$ cat src/rtl/sqrt_iter_unit_if.sv
// rtl/sqrt_iter_unit_if.sv - start/ready/done handshake bundle for sqrt_iter_unit (rem_o present with SQRT_REMAINDER_EN)
interface sqrt_iter_unit_if #(
    parameter int WIDTH = 16
);
    localparam int RW = WIDTH / 2;

    logic [WIDTH-1:0] valor_i;
    logic             start_i;
    logic             ready_o;
    logic             done_o;
    logic [RW-1:0]    root_o;
`ifdef SQRT_REMAINDER_EN
    logic [RW:0]      rem_o;
`endif

    modport master (
        output valor_i, start_i,
        input  ready_o, done_o, root_o
`ifdef SQRT_REMAINDER_EN
        , input rem_o
`endif
    );

    modport slave (
        input  valor_i, start_i,
        output ready_o, done_o, root_o
`ifdef SQRT_REMAINDER_EN
        , output rem_o
`endif
    );
endinterface

$ cat src/rtl/sqrt_iter_unit.sv
// rtl/sqrt_iter_unit.sv - sequential restoring radix-2 integer square root, one root bit per cycle
// Optional remainder output: define SQRT_REMAINDER_EN.
module sqrt_iter_unit #(
    parameter int WIDTH = 16
) (
    input  logic          clk,
    input  logic          rst_n,
    sqrt_iter_unit_if.slave bus
);
    localparam int RW = WIDTH / 2;
    localparam int CW = (RW > 1) ? $clog2(RW) : 1;

    typedef enum logic [1:0] {
        IDLE = 2'd0,
        CALC = 2'd1,
        DONE = 2'd2
    } state_t;

    state_t         state;
    state_t         state_nxt;
    logic           accept;
    logic           iterate;

    logic [WIDTH-1:0] op;
    logic [RW+1:0]    rem;
    logic [RW-1:0]    root;
    logic [CW-1:0]    cnt;

    logic [RW+3:0]    rem_sh;
    logic [RW+3:0]    sub_val;
    logic [RW+1:0]    trial;
    logic             trial_neg;

    always_ff @(posedge clk or negedge rst_n) begin
        if (!rst_n) begin
            state <= IDLE;
        end else begin
            state <= state_nxt;
        end
    end

    always_comb begin
        state_nxt = state;
        accept    = 1'b0;
        iterate   = 1'b0;
        case (state)
            IDLE: begin
                if (bus.start_i) begin
                    accept    = 1'b1;
                    state_nxt = CALC;
                end
            end
            CALC: begin
                iterate = 1'b1;
                if (cnt == '0) begin
                    state_nxt = DONE;
                end
            end
            DONE: begin
                if (bus.start_i) begin
                    accept    = 1'b1;
                    state_nxt = CALC;
                end else begin
                    state_nxt = IDLE;
                end
            end
            default: state_nxt = IDLE;
        endcase
    end

    // trial_neg is the borrow of the full-width trial subtraction; a
    // non-negative trial always fits the rem register, so only its low bits are kept.
    assign rem_sh    = {rem, op[WIDTH-1:WIDTH-2]};
    assign sub_val   = {2'b00, root, 2'b01};
    assign trial_neg = (rem_sh < sub_val);
    assign trial     = rem_sh[RW+1:0] - sub_val[RW+1:0];

    always_ff @(posedge clk or negedge rst_n) begin
        if (!rst_n) begin
            op   <= '0;
            rem  <= '0;
            root <= '0;
            cnt  <= '0;
        end else if (accept) begin
            op   <= bus.valor_i;
            rem  <= '0;
            root <= '0;
            cnt  <= CW'(RW - 1);
        end else if (iterate) begin
            if (!trial_neg) begin
                rem  <= trial;
                root <= {root[RW-2:0], 1'b1};
            end else begin
                rem  <= rem_sh[RW+1:0];
                root <= {root[RW-2:0], 1'b0};
            end
            op <= {op[WIDTH-3:0], 2'b00};
            if (cnt != '0) begin
                cnt <= cnt - CW'(1);
            end
        end
    end

    assign bus.ready_o = (state != CALC);
    assign bus.done_o  = (state == DONE);
    assign bus.root_o  = root;
`ifdef SQRT_REMAINDER_EN
    assign bus.rem_o   = rem[RW:0];
`endif
endmodule

$ cat src/flat_wrapper.sv
// flat-port wrapper written by rule: the top's interface ports become plain ports
module sqrt_iter_unit_flat 
#(
    parameter int WIDTH = 16
)
  (clk, rst_n, bus_valor_i, bus_start_i, bus_ready_o, bus_done_o, bus_root_o);
  sqrt_iter_unit_if #(.WIDTH(WIDTH)) bus_i ();
  input  logic clk;
  input  logic rst_n;
  input wire logic [$bits(bus_i.valor_i)-1:0] bus_valor_i;
  input wire logic [$bits(bus_i.start_i)-1:0] bus_start_i;
  output wire logic [$bits(bus_i.ready_o)-1:0] bus_ready_o;
  output wire logic [$bits(bus_i.done_o)-1:0] bus_done_o;
  output wire logic [$bits(bus_i.root_o)-1:0] bus_root_o;
  assign bus_i.valor_i = bus_valor_i;
  assign bus_i.start_i = bus_start_i;
  assign bus_ready_o = bus_i.ready_o;
  assign bus_done_o = bus_i.done_o;
  assign bus_root_o = bus_i.root_o;
  sqrt_iter_unit #(.WIDTH(WIDTH)) u_core (.clk(clk), .rst_n(rst_n), .bus(bus_i));
endmodule
$ cat config.mk
export PLATFORM = sky130hd
export DESIGN_NAME = sqrt_iter_unit_flat
export DESIGN_NICKNAME = d
export VERILOG_FILES = /design/src/rtl/sqrt_iter_unit_if.sv /design/src/rtl/sqrt_iter_unit.sv /design/src/flat_wrapper.sv
export SDC_FILE = /design/constraint.sdc
export NUM_CORES = 1
export LEC_CHECK = 0
export CAP_MARGIN = 20
export CORE_ASPECT_RATIO = 0.9
export CORE_MARGIN = 1.5
export CORE_UTILIZATION = 58
export CTS_CLUSTER_SIZE = 28
export DETAILED_ROUTE_END_ITERATION = 6
export PLACE_DENSITY = 0.81
export SKIP_CTS_REPAIR_TIMING = 1
export SYNTH_ARGS = -nofsm -noshare
export SYNTH_HDL_FRONTEND = slang
export SYNTH_SLANG_ARGS = --single-unit
$ cat constraint.sdc
create_clock -name clk -period 3.1 [get_ports clk]
set_input_delay 0.31 -clock clk [delete_from_list [all_inputs] [get_ports clk]]
set_output_delay 0.31 -clock clk [all_outputs]
set_load 0.005 [all_outputs]
* Word-level counts from Yosys, hierarchy flattened
Cells that the tools add are included.
** Storage, ports and cells
- Register bits :: 39
- Input port bits :: 19
- Output and inout port bits :: 10
- Logic and storage cells :: 39
** Operators by class
- Mux-type cells :: 18
- Add/sub/neg operators :: 2
- Eq/ne operators :: 5
- Reduce and logical (&&, ||, !) cells :: 8
- $lt $le $gt $ge :: 1
** Operators with widths (count)
- $mux 16 :: 2
- $mux 10 :: 3
- $mux 8 :: 2
- $lt 12x10->1 :: 1
- $sub 10x10->10 :: 1
- $mux 3 :: 3
- $pmux 2 s3 :: 1
- $mux 1 :: 5
- $mux 2 :: 2
- $ne 2x1->1 const B :: 2
- $reduce_and 2->1 :: 2
- $reduce_bool 2->1 :: 2
- $logic_not 3->1 :: 1
- $reduce_bool 3->1 :: 1
- $sub 3x1->3 const B :: 1
- $eq 2x1->1 const B :: 1
- $eq 2x2->1 const B :: 1
- $logic_not 2->1 :: 1
- $ne 2x2->1 const B :: 1
- $reduce_or 2->1 :: 1

* Longest topological paths before layout
- Depth after elaboration :: 5
- Gate-level depth with buffers :: 9

* Worst setup path after synthesis
OpenSTA, ideal clock, no wires.
- Path kind :: register to register
- Start :: register u_core.root[0] (netlist: u_core.bus.root_o[0])
- End :: register u_core.rem[0]
- Path slack :: 1.168 ns
- Clock period less this slack :: 1.932 ns
- Arrival time :: 1.811 ns
- Cell stages (with the launch flop) :: 10
- Library setup time :: 0.121 ns
- Path through :: dfrtp_1 inv_1 ha_1 nor2b_4 o31a_4 o31ai_4 a21o_4 buf_8 xnor2_1 o21ai_2
** Between the ends
- Cells in the longest elaborated chain, start to end :: 4
** RTL lines
- from (decl) :: line sqrt_iter_unit.sv:26 : logic [RW-1:0] root;
- from (signal assigned) :: line sqrt_iter_unit.sv:92 : root <= {root[RW-2:0], 1'b1};
- from (signal assigned) :: line sqrt_iter_unit.sv:95 : root <= {root[RW-2:0], 1'b0};
- $lt 12x10->1 :: line sqrt_iter_unit.sv:75 : assign trial_neg = (rem_sh < sub_val);
- $mux 10 :: line sqrt_iter_unit.sv:90 : if (!trial_neg) begin
- $mux 10 :: line sqrt_iter_unit.sv:89 : end else if (iterate) begin
- $mux 10 :: line sqrt_iter_unit.sv:84 : end else if (accept) begin
- to (signal assigned) :: line sqrt_iter_unit.sv:91 : rem <= trial;
- to (signal assigned) :: line sqrt_iter_unit.sv:94 : rem <= rem_sh[RW+1:0];
- to (decl) :: line sqrt_iter_unit.sv:25 : logic [RW+1:0] rem;
Every way passes these cells. The select of a mux whose other input is x is not followed.
A chain may end at the register's enable or synchronous reset.

* Worst setup path after layout
- Start :: register u_core.root[0] (netlist: u_core.bus.root_o[0])
- End :: register u_core.rem[9]
** Between the ends
- Cells in the longest elaborated chain, start to end :: 4
** RTL lines (line)
- $sub 10x10->10 / $lt 12x10->1 (equally long branches) :: sqrt_iter_unit.sv:76, sqrt_iter_unit.sv:75
- $mux 10 * :: sqrt_iter_unit.sv:90
- $mux 10 * :: sqrt_iter_unit.sv:89
- $mux 10 * :: sqrt_iter_unit.sv:84
Every way passes the cells marked *; elsewhere a longest branch is shown, timed or not. The select of a mux whose other input is x is not followed.

==> results.py <==
metrics = {
    "status": {
        "outcome": "complete, no violations",
    },
    "job": {
        "max_cap_violations": 0,
    },
    "cts": {
        "cts-htree-levels": 2,
        "cts_buffer_depth": 2,
        "cts_root_buf": "clkbuf_8",
        "clkSinkCount": 39,
        "path_clk_slew_ns": 0.08,
        "cts_tree": "done",
        "clk_latency_ns": 0.29,
        "cts_inserted_buffers": 5,
    },
    "worst_setup_path": {
        "reg2reg_from": "u_core.bus.root_o[0]",
        "worstSetupEndpoint": "u_core.rem[9]",
        "endpoint_kind": "register",
        "crit_cells": 8,
        "cp_slowest_stage_delay_ns": 0.39,
        "crit_path_start": "u_core.bus.root_o[0]",
        "start_kind": "register",
        "crit_family": "compound AO/OA/AOI/OAI gates",
        "path_max_fanout": 13,
        "rr_worst_depth": 8,
        "crit_chain": "inv_1 -> ha_1 -> nor2b_4 -> o31a_4 -> o31ai_4 -> a21o_4 -> nand2b_1 -> o21ai_0",
        "reg2reg_slack_ns": 0.84,
        "path_class": "register to register",
        "worst-path-buf-inv": 1,
        "cp_slowest_cell": "dfrtp_1",
        "r2r_end": "u_core.rem[9]",
        "required_ns": 3.27,
        "worstPathArrival_ns": 2.43,
    },
    "drt": {
        "vias": 1698,
        "drc_errors": 0,
        "drt_pass1_iterations": 4,
        "final_antenna_net_count": 0,
        "wl_per_cell_um": 16.18,
        "drtIter0Drc": 158,
        "vias_per_cell": 5.979,
        "routed_wl_um": 4595,
    },
    "sta": {
        "final-setup-viol-count": 0,
        "clock.fmax_mhz": 441.5,
        "max-slew-margin-rel": 0.4331,
        "period_needed_ns": 2.265,
        "period_share": 0.7306,
        "tightest_slew_ns": 0.8503,
        "slew_violations": 0,
        "tns_ns": 0,
        "fin_skew_ns": 0.006656,
        "hold_viol": 0,
        "rsz0062_at_grt": "false",
        "hold_ws_ns": 0.1194,
    },
    "min_path": {
        "hold_path_class": "primary input to async pin",
    },
    "die": {
        "die_w_um": 65.95,
        "initial_core_util": 0.6077,
        "die_area_um2": 3934,
        "core_um2": 3403,
        "fp.dieH_um": 59.65,
        "io_pins": 29,
        "row_count": 20,
    },
    "synth": {
        "async_reset_ff_frac": 1.000,
        "ys.flop_type": "dfrtp_1",
        "synth.area.top_cells": "dfrtp_1 (47%), nand2_1 (7.8%), ha_1 (6.7%)",
        "syn-num-nets": 241,
        "synth.largest_area_cell": "dfrtp_1",
        "avgSynthCellArea_um2": 9.802,
        "yosys.area.top_type_share": 0.4719,
        "synth_common_cells": "nand2_1 (43), dfrtp_1 (39), o21ai_0 (16)",
        "synth-edff-count": 0,
        "syn_area_um2": 2068,
        "synthCells": 211,
        "yosysSeqAreaShare": 0.4719,
        "yosysUniqueCellTypes": 40,
        "yosys_warnings": 0,
        "yosysMostFrequentCell": "nand2_1",
        "ys_ff_latch": 39,
    },
    "placed_design": {
        "placed_area_um2": 2369,
        "dp_hpwl_um": 3091,
        "io_buffers": 28,
        "gp_congestion": 0.7951,
    },
    "global_route": {
        "grt_pass1_wl_um": 7113,
        "grt_use_total": 0.2419,
        "grt_antenna_before_repair": 0,
        "grt_remaining_overflow": 0,
        "first_global_vias": 1566,
        "grt_max_degree": 40,
    },
    "power_and_ir_drop": {
        "peakVddDrop_mv": 0.7724,
        "p_per_area_nw_per_um2": 1317,
        "leakagePower_nw": 1.140,
    },
    "final_layout": {
        "final_core_util": 0.7404,
        "nFillCells": 244,
        "drive_gt1_frac": 0.08750,
        "syn_to_final_growth_pct": 21.84,
        "regArea_um2": 975.9,
        "nets": 269,
        "diodes": 0,
        "multi_input_area_um2": 998.5,
        "postLayoutCellArea_um2": 2520,
    },
}
-- registers in the layout, summed over array words and instances, names as in the netlist --
name,flops
u_core.op,16
u_core.state,2
u_core.cnt,3
u_core.rem,10
u_core.bus.root_o,8
-- area by class of cell --
cell class / instances / area share
inverter: 13 / 0.01936
multi-input combinational: 149 / 0.3962
sequential: 39 / 0.3873
clock inverter: 3 / 0.02681
timing repair buffer: 31 / 0.1212
clock buffer: 5 / 0.02731
tap: 44 / 0.02185
-- metal layers --
layer  share of wire  GRT usage  wire length, um  vias up
li1                -          -                -      808
met1            0.45     0.3197             2060      826
met2            0.49     0.3853             2270       55
met3           0.043    0.06026              197        9
met4           0.015     0.1020               68        0
met5               0          0                0        -
-- where the power goes --
group / switching (mW) / internal, mW / total (mW) / leakage, nW
combinational: 1.02 / 0.858 / 1.88 / 0.593
clock: 0.186 / 0.321 / 0.507 / 0.0644
sequential: 0.173 / 0.762 / 0.935 / 0.483
total: 1.38 / 1.94 / 3.32 / 1.14
-- worst register-to-register path: cells and delay by family (launching register included) --
| family | cells | cell delay, ns |
|---|---|---|
| AOI/OAI and AO/OA | 4 | 0.88 |
| adders and majority gates | 1 | 0.36 |
| buffers and inverters | 1 | 0.09 |
| DFF | 1 | 0.39 |
| and+or+nand+nor | 2 | 0.40 |
-- worst min path at each step --
| stage | startpoint | to | slack [ns] | cells after the start |
|---|---|---|---|---|
| detailed placement | u_core.op[13] | u_core.op[13] | 0.46 | 2 |
| CTS | rst_n | u_core.rem[9] | 0.15 | 1 |
| global placement | rst_n | u_core.rem[3] | 0.45 | 1 |
| finish | rst_n | u_core.bus.root_o[2] | 0.12 | 1 |
| floorplan | rst_n | u_core.bus.root_o[0] | 0.01 | 0 |
| global route | rst_n | u_core.bus.root_o[2] | 0.18 | 1 |
-- cells by family (layout without fill, tap and decap cells) --
group           count (synthesis)  in the layout  synth area share
xor+xnor                        8              8           0.03388
simple gates                   66             66            0.1416
buf+inv                        23             52           0.04779
flops                          39             39            0.4719
mux                             2              2          0.009680
compound gates                 62             62            0.2287
fa+ha+maj                      11             11           0.06654
-- cell usage in the layout (no fill, tap or decap), types with 2 or more instances in the layout --
| master | instances |
|---|---|
| nand2_1 | 43 |
| dfrtp_1 | 39 |
| clkdlybuf4s50_1 | 27 |
| o21ai_0 | 16 |
| inv_1 | 13 |
| a22oi_1 | 12 |
| ha_1 | 11 |
| xnor2_1 | 6 |
| nor3_1 | 5 |
| a32oi_1 | 5 |
| clkbuf_8 | 5 |
| a21oi_1 | 4 |
| nor2_1 | 4 |
| o21a_1 | 3 |
| nand2b_1 | 3 |
| a21o_1 | 3 |
| nand3_1 | 3 |
| nor2b_1 | 2 |
| a2111o_1 | 2 |
| a31oi_1 | 2 |
| o211ai_1 | 2 |
| xor2_1 | 2 |
| mux2i_1 | 2 |
| a221o_1 | 2 |
| a22o_1 | 2 |
| bufinv_16 | 2 |
| buf_4 | 2 |
-- through the flow --
stage	cells	total power, mW	setup slack (ns)
final	284	3.318	0.8352
after global routing	284	3.535	0.7450
after CTS	283	3.278	0.8746
after detailed placement	275	2.751	0.8932
after global placement	275	2.657	0.9530
after floorplan	211	2.322	1.168
No activity file was read; power rests on OpenSTA's default activity.
